$ cat src/rtl/csr_arbiter.sv
// CSR access arbiter: one core CSR-instruction requester and one
// write-only trap requester sharing a single-port CSR array.
module csr_arbiter #(
    parameter int WORD_W = 32,
    parameter int IDX_W  = 12
) (
    input  logic              clk,
    input  logic              nrst,
    input  logic              core_valid,
    output logic              core_ready,
    input  logic [IDX_W-1:0]  core_index,
    input  logic [2:0]        core_opcode,
    input  logic              core_ren,
    input  logic              core_wen,
    input  logic [WORD_W-1:0] core_reg_val,
    input  logic [4:0]        core_uimm,
    output logic              rsp_valid,
    output logic [WORD_W-1:0] rsp_data,
    output logic              rsp_illegal,
    input  logic              trap_valid,
    output logic              trap_ready,
    input  logic [IDX_W-1:0]  trap_index,
    input  logic [WORD_W-1:0] trap_wdata,
    output logic              csr_ren,
    output logic              csr_wen,
    output logic [IDX_W-1:0]  csr_addr,
    output logic [WORD_W-1:0] csr_wdata,
    input  logic [WORD_W-1:0] csr_rdata
);

    typedef enum logic [2:0] {
        IDLE,
        READ,
        WRITE,
        RESP,
        TWRITE
    } state_t;

    state_t            state;
    logic [IDX_W-1:0]  idx_q;
    logic [2:0]        op_q;
    logic              ren_q;
    logic              wen_q;
    logic [WORD_W-1:0] val_q;
    logic [4:0]        uimm_q;
    logic [WORD_W-1:0] old_q;

    logic              illegal;
    logic [WORD_W-1:0] src;
    logic [WORD_W-1:0] old;
    logic [WORD_W-1:0] new_val;

    // Top two index bits 11 mark the read-only CSR space.
    assign illegal = (op_q[1:0] == 2'b00) ||
                     (wen_q && (idx_q[IDX_W-1 -: 2] == 2'b11));

    assign src = op_q[2] ? {{(WORD_W-5){1'b0}}, uimm_q} : val_q;
    assign old = (ren_q && !illegal) ? csr_rdata : '0;

    always_comb begin
        new_val = '0;
        case (op_q[1:0])
            2'b01:   new_val = src;
            2'b10:   new_val = old | src;
            2'b11:   new_val = old & ~src;
            default: new_val = '0;
        endcase
    end

    // Trap data shares the index/value latches with the core request.
    always_ff @(posedge clk or negedge nrst) begin
        if (!nrst) begin
            state  <= IDLE;
            idx_q  <= '0;
            op_q   <= '0;
            ren_q  <= 1'b0;
            wen_q  <= 1'b0;
            val_q  <= '0;
            uimm_q <= '0;
            old_q  <= '0;
        end else begin
            case (state)
                IDLE: begin
                    if (trap_valid) begin
                        idx_q <= trap_index;
                        val_q <= trap_wdata;
                        state <= TWRITE;
                    end else if (core_valid) begin
                        idx_q  <= core_index;
                        op_q   <= core_opcode;
                        ren_q  <= core_ren;
                        wen_q  <= core_wen;
                        val_q  <= core_reg_val;
                        uimm_q <= core_uimm;
                        state  <= READ;
                    end
                end
                READ:   state <= WRITE;
                WRITE: begin
                    old_q <= old;
                    state <= RESP;
                end
                RESP:   state <= IDLE;
                TWRITE: state <= IDLE;
                default: state <= IDLE;
            endcase
        end
    end

    always_comb begin
        trap_ready  = nrst && (state == IDLE);
        core_ready  = nrst && (state == IDLE) && !trap_valid;
        csr_ren     = 1'b0;
        csr_wen     = 1'b0;
        csr_addr    = '0;
        csr_wdata   = '0;
        rsp_valid   = 1'b0;
        rsp_data    = '0;
        rsp_illegal = 1'b0;
        case (state)
            READ: begin
                csr_ren  = ren_q && !illegal;
                csr_addr = idx_q;
            end
            WRITE: begin
                csr_wen   = wen_q && !illegal;
                csr_addr  = idx_q;
                csr_wdata = new_val;
            end
            RESP: begin
                rsp_valid   = 1'b1;
                rsp_data    = old_q;
                rsp_illegal = illegal;
            end
            TWRITE: begin
                csr_wen   = 1'b1;
                csr_addr  = idx_q;
                csr_wdata = val_q;
            end
            default: ;
        endcase
    end

endmodule

$ cat config.mk
export PLATFORM = sky130hd
export DESIGN_NAME = csr_arbiter
export DESIGN_NICKNAME = d
export VERILOG_FILES = /design/src/rtl/csr_arbiter.sv
export SDC_FILE = /design/constraint.sdc
export NUM_CORES = 1
export LEC_CHECK = 0
export ABC_AREA = 1
export CAP_MARGIN = 20
export CORE_ASPECT_RATIO = 0.7
export CORE_UTILIZATION = 40
export DETAILED_ROUTE_END_ITERATION = 8
export PLACE_DENSITY_LB_ADDON = 0.08
export SETUP_SLACK_MARGIN = 0.05
export SLEW_MARGIN = 20
export SYNTH_ARGS = -nofsm -noshare
export SYNTH_HDL_FRONTEND = slang
export SYNTH_SLANG_ARGS = --single-unit
$ cat constraint.sdc
create_clock -name clk -period 1.6 [get_ports clk]
set_clock_uncertainty 0.05 [all_clocks]
set_input_delay 0.16 -clock clk [delete_from_list [all_inputs] [get_ports clk]]
set_output_delay 0.16 -clock clk [all_outputs]
set_load 0.05 [all_outputs]
Yosys cells after proc, flatten, opt, wreduce, memory -nomap -nowiden:

Index checks and enable logic that the tools add are counted.

* register bits: 89
* input port bits: 134
* word-level logic and storage cells: 52

* equal/unequal tests: 9
* mux-type cells: 17
* bitwise gates (word level): 4
* reduce and logical (&&, ||, !) cells: 14

Operator list (number)
* $mux W32: 5
* $pmux W32 S3: 1
* $pmux W32 S2: 1
* $mux W12: 3
* $and A32 B32 Y32: 1
* $not A32 Y32: 1
* $or A32 B32 Y32: 1
* $pmux W3 S3: 1
* $eq A2 B2 Y1 const B: 3
* $eq A3 B2 Y1 const B: 2
* $mux W3: 2
* $logic_and A1 B1 Y1: 5
* $eq A3 B1 Y1 const B: 1
* $eq A3 B3 Y1 const B: 1
* $logic_not A3 Y1: 1
* $mux W1: 3
* $ne A3 B3 Y1 const B: 1
* $reduce_and A3 Y1: 1
* $reduce_or A3 Y1: 1
* $eq A2 B1 Y1 const B: 1
* $logic_not A1 Y1: 2
* $logic_not A2 Y1: 1
* $pmux W1 S2: 1
* $reduce_and A2 Y1: 1
* 3 further kinds: 3

Depth between registers and ports, before layout:

* word-level depth: 9
* mapped depth: 9
* depth with buffers taken out: 8

Worst setup path before layout:

OpenSTA, ideal clock, no wires.

* kind: reg2out
* start point: reg state[0]
* end point: out rsp_data[10]
* arrival: 2.873 ns
* data required time: 1.390 ns
* slack: -1.483 ns
* stages on the path, launching flop included: 6
* path through: dfrtp_1 inv_2 nor3_1 inv_1 buf_6 nor2_1

* word-level cells in the longest chain between the ends: 2

Ends and longest elaborated chain
* start: declaration: RTL line 39 `state_t state;`
* start signal: assignment: RTL line 73 `state <= IDLE;`
* start signal: assignment: RTL line 87 `state <= TWRITE;`
* start signal: assignment: RTL line 95 `state <= READ;`
* $eq A3 B2 Y1: RTL line 120 `case (state)`
* $mux W32: RTL line 120
* end: declaration: RTL line 18 `output logic [WORD_W-1:0] rsp_data,`

No other way between the ends.

Worst setup path after layout:

* start point: reg op_q[0]
* end point: out csr_wdata[22]

* word-level cells in the longest chain between the ends: 8
* elaborated cells between the ends (all ways): 12

Ends and longest elaborated chain
* start: declaration: RTL line 41 `logic [2:0] op_q;`
* start signal: assignment: RTL line 90 `op_q <= core_opcode;`
* $logic_not A2 Y1: RTL line 54 `assign illegal = (op_q[1:0] == 2'b00) ||`
* $logic_or A1 B1 Y1: RTL line 54
* $logic_not A1 Y1: RTL line 58 `assign old = (ren_q && !illegal) ? csr_rdata : '0;`
* $logic_and A1 B1 Y1: RTL line 58
* $mux W32: RTL line 58
* $and A32 B32 Y32 / $or A32 B32 Y32 (equally long branches): RTL line 65, 64
* $pmux W32 S3 (*): RTL line 62 `case (op_q[1:0])`
* $pmux W32 S2 (*): RTL line 120
* end: declaration: RTL line 27 `output logic [WORD_W-1:0] csr_wdata,`

Mark *: on every way between the ends. The rest lies on a longest branch, timed or not.

==> impl_metrics.py <==
metrics = {
    "outcome": {
        "outcome": "finished, violations left",
        "violations": "negative setup slack",
    },
    "yosys": {
        "ys_ff_latch": 89,
        "yosysSeqAreaShare_pct": 40.8,
        "synth_top_area_share_pct": 40.8,
        "synthTopCellsByCount": "nand2_1 (197), nor2_1 (111), dfrtp_1 (89), inv_1 (81), o21ai_0 (72)",
        "synth_adder_area_share_pct": 0,
        "synth_compound_area_share_pct": 13.8,
        "synth_edf_count": 0,
        "avgSynthCellArea_um2": 6.94,
        "synth_xor_xnor_area_share_pct": 0.160,
        "synth_most_common_cell": "nand2_1",
        "yosysTopAreaCell": "dfrtp_1",
        "ys_warn_count": 0,
        "synth_top_family_by_area": "simple AND/OR/NAND/NOR gates",
        "syn_inst": 786,
        "synthMuxAreaShare_pct": 0,
        "synthSimpleGateAreaFrac_pct": 34.3,
        "yosysUniqueCellTypes": 24,
        "async_flop_share_pct": 100,
        "synth_top_flop_cell": "dfrtp_1",
        "synth_fp_nets": 920,
        "ys_top_cells_by_area": "dfrtp_1 (41%), nand2_1 (14%), nor2_1 (7.6%), o21ai_0 (6.6%), nand3_1 (6.5%)",
        "synth_area_um2": 5460,
    },
    "pwr": {
        "ir_drop_mv": 1.26,
        "power.density_nw_per_um2": 2070,
        "p_leak_nw": 4.82,
        "total_power_w": 0.0234,
    },
    "setup_path": {
        "r2r_setup_slack_ns": -0.39,
        "critPathLaunchType": "flop",
        "rr_worst_depth": 11,
        "cp.depth": 11,
        "worst-path-buf-inv": 4,
        "cp.arrival_ns": 1.89,
        "slowest_stage": "dfrtp_1",
        "reg2reg_from": "state[1]",
        "path_max_fanout": 4,
        "crit_start": "op_q[0]",
        "cp_cell_sequence": "inv_1 > nand2_1 > nand2_2 > nor2_4 > buf_6 > buf_6 > nand3_1 > nand2_1 > nand2_2 > nand2_4 > buf_12",
        "crit_path_end": "csr_wdata[22]",
        "cp_top_family": "simple AND/OR/NAND/NOR gates",
        "worstPathRequired_ns": 1.39,
        "critical_path_class": "reg2out",
        "r2r_end": "val_q[29]",
        "setup.worst_path.end_class": "output port",
        "critical-path-max-stage-delay_ns": 0.37,
    },
    "routing": {
        "wl_um": 25900,
        "wl_per_cell_um": 20.7,
        "drtIter0Drc": 545,
        "drt.antenna.violating_nets": 0,
        "vias": 6903,
        "via_per_inst": 5.52,
        "dr.pass1.iters": 5,
        "drc": 0,
    },
    "timing": {
        "timing.final.crit_share_pct": 131,
        "drv_slew": 0,
        "fin_ws_ns": -0.503,
        "maxSlewHeadroom_pct": 65.8,
        "finalCriticalPeriod_ns": 2.10,
        "final-hold-violation-count": 0,
        "setup_viol": 153,
        "rsz0062_at_grt": "yes",
        "clock.fmax_mhz": 476,
        "worst_slew_pin_slew_ns": 0.513,
    },
    "clock_network": {
        "clock_path_buffers": 2,
        "cts.clk_slew.worst_paths_ns": 0.07,
        "cts-root-buf": "clkbuf_16",
        "clock-sinks": 89,
        "insertion_delay_ns": 0.35,
        "cts_tree": "built",
        "cts_buffers": 9,
        "htreeDepth": 3,
    },
    "place": {
        "dp.cells": 1173,
        "place.gp.congestion": 0.894,
        "hpwl_um": 14300,
        "io_buffers": 215,
    },
    "cells_and_area": {
        "nNetsFinal": 1194,
        "drive_above_1_share_pct": 42.9,
        "fill_cells": 697,
        "area_growth_pct": 107,
        "final_cells": 1250,
        "antennaDiodeCount": 0,
    },
    "global_route": {
        "antenna_found_initial": 0,
        "grt_pass1_wl_um": 35100,
        "grt_max_degree": 90,
        "first_global_vias": 6476,
        "globalRoute.totalOverflow": 0,
        "grt_use_total_pct": 32.8,
    },
    "worst_hold_path": {
        "hold_class": "in2reg",
    },
    "flow_run": {
        "drv_cap": 0,
    },
    "floorplanning": {
        "die_w_um": 142,
        "rows": 35,
        "io_pins": 216,
        "start_util_pct": 41.3,
        "core_area_um2": 13200,
        "die_area_um2": 14100,
        "die_y_um": 99.7,
    },
}
## sequential cells by signal (all words and copies together), names as in the netlist
| register | flops |
|---|---|
| old_q | 32 |
| val_q | 32 |
| idx_q | 12 |
| uimm_q | 5 |
| op_q | 3 |
| state | 3 |
| ren_q | 1 |
| wen_q | 1 |
## worst min path at each step
stage                           from  endpoint  slack, ns  cells after the start
after floorplan                 nrst  idx_q[0]      -0.19                      0
after global placement          nrst  idx_q[5]       0.19                      2
after detailed placement        nrst  idx_q[4]       0.21                      2
after CTS                 trap_valid  state[2]       0.24                      3
after global routing      trap_valid  state[2]       0.30                      3
final                     trap_valid  state[2]       0.23                      3
## layer usage
layer | share of wire, % | vias up | wire length, um | track usage (%)
met4 | 4.4 | 0 | 1130 | 9.84
met2 | 46 | 449 | 11900 | 51.3
met5 | 0 | - | 0 | 0
met1 | 39 | 3286 | 10200 | 45.0
met3 | 10 | 117 | 2640 | 7.80
li1 | - | 3051 | - | -
## cell families after synthesis
logic type             count (synthesis)
AND/OR/NAND/NOR                      432
buffers and inverters                138
flip-flops                            89
XOR/XNOR                               1
AO/OA/AOI/OAI                        126
## through the flow
stage | area [um2] | setup slack (ns) | setup TNS [ns] | util, % | hold WS [ns]
global placement | 9340 | -0.0601 | -2.00 | 70.6 | 0.192
CTS | 10600 | -0.392 | -33.37 | 80.4 | 0.239
finish | 11300 | -0.503 | -54.85 | 85.4 | 0.232
floorplan | 6060 | -0.229 | -7.62 | - | -0.186
global route | 11300 | -0.554 | -59.99 | 85.4 | 0.298
detailed placement | 9340 | -0.0486 | -0.985 | 70.6 | 0.210
## cells in the final DEF, fill, tap and decap left out, types with 2 or more instances in the layout
master           synthesis  final
a21oi_1                  4      3
buf_12                   0     97
buf_16                   0      8
buf_4                    0     23
buf_6                    6     30
buf_8                    0     13
clkbuf_16                0     20
clkdlybuf4s50_1          0    131
clkinv_4                 0      2
clkinvlp_4               0      3
dfrtp_1                 89     87
dfrtp_2                  0      2
inv_1                   81     77
inv_2                    3      3
inv_4                    1      5
nand2_1                197    110
nand2_2                  0     55
nand2_4                  0     32
nand3_1                 71     44
nand3_2                  0     24
nand3_4                  1      4
nor2_1                 111     60
nor2_4                   2     53
nor3_2                   1      2
nor3_4                   1      4
o211ai_1                39     39
o21a_1                   5      5
o21ai_0                 72     14
o21ai_1                  4     36
o21ai_2                  0     26
or2_2                   44     44
## final cells by class
cell class                 count  area [um2]  area share (%)
timing repair buffer         316        4500            39.9
inverter                      85         332            2.94
tap                          185         231            2.05
multi-input combinational    559        3720            33.0
sequential                    89        2230            19.7
clock buffer                  10         229            2.03
clock inverter                 6        45.0           0.399
## repair_timing
action | in CTS | in global routing
hold endpoints to repair | 89 | 0
setup buffers | 26 | 16
pin swaps | 13 | 34
gates cloned | 14 | 14
gates resized for setup | 142 | 136
endpoints found under the setup margin | 111 | 166
hold buffers | 1 | 0
## worst min-delay path, stage by stage
cell	delay, ns
buf_2	0.14
inv_4	0.16
nor2_1	0.13
## power by group
| group | total [W] | switching (W) | internal (W) |
|---|---|---|---|
| Clock | 0.00200 | 0.000944 | 0.00106 |
| Sequential | 0.00390 | 0.000617 | 0.00328 |
| Combinational | 0.0175 | 0.00969 | 0.00781 |
Note: power is estimated with default switching activity, not from simulation.
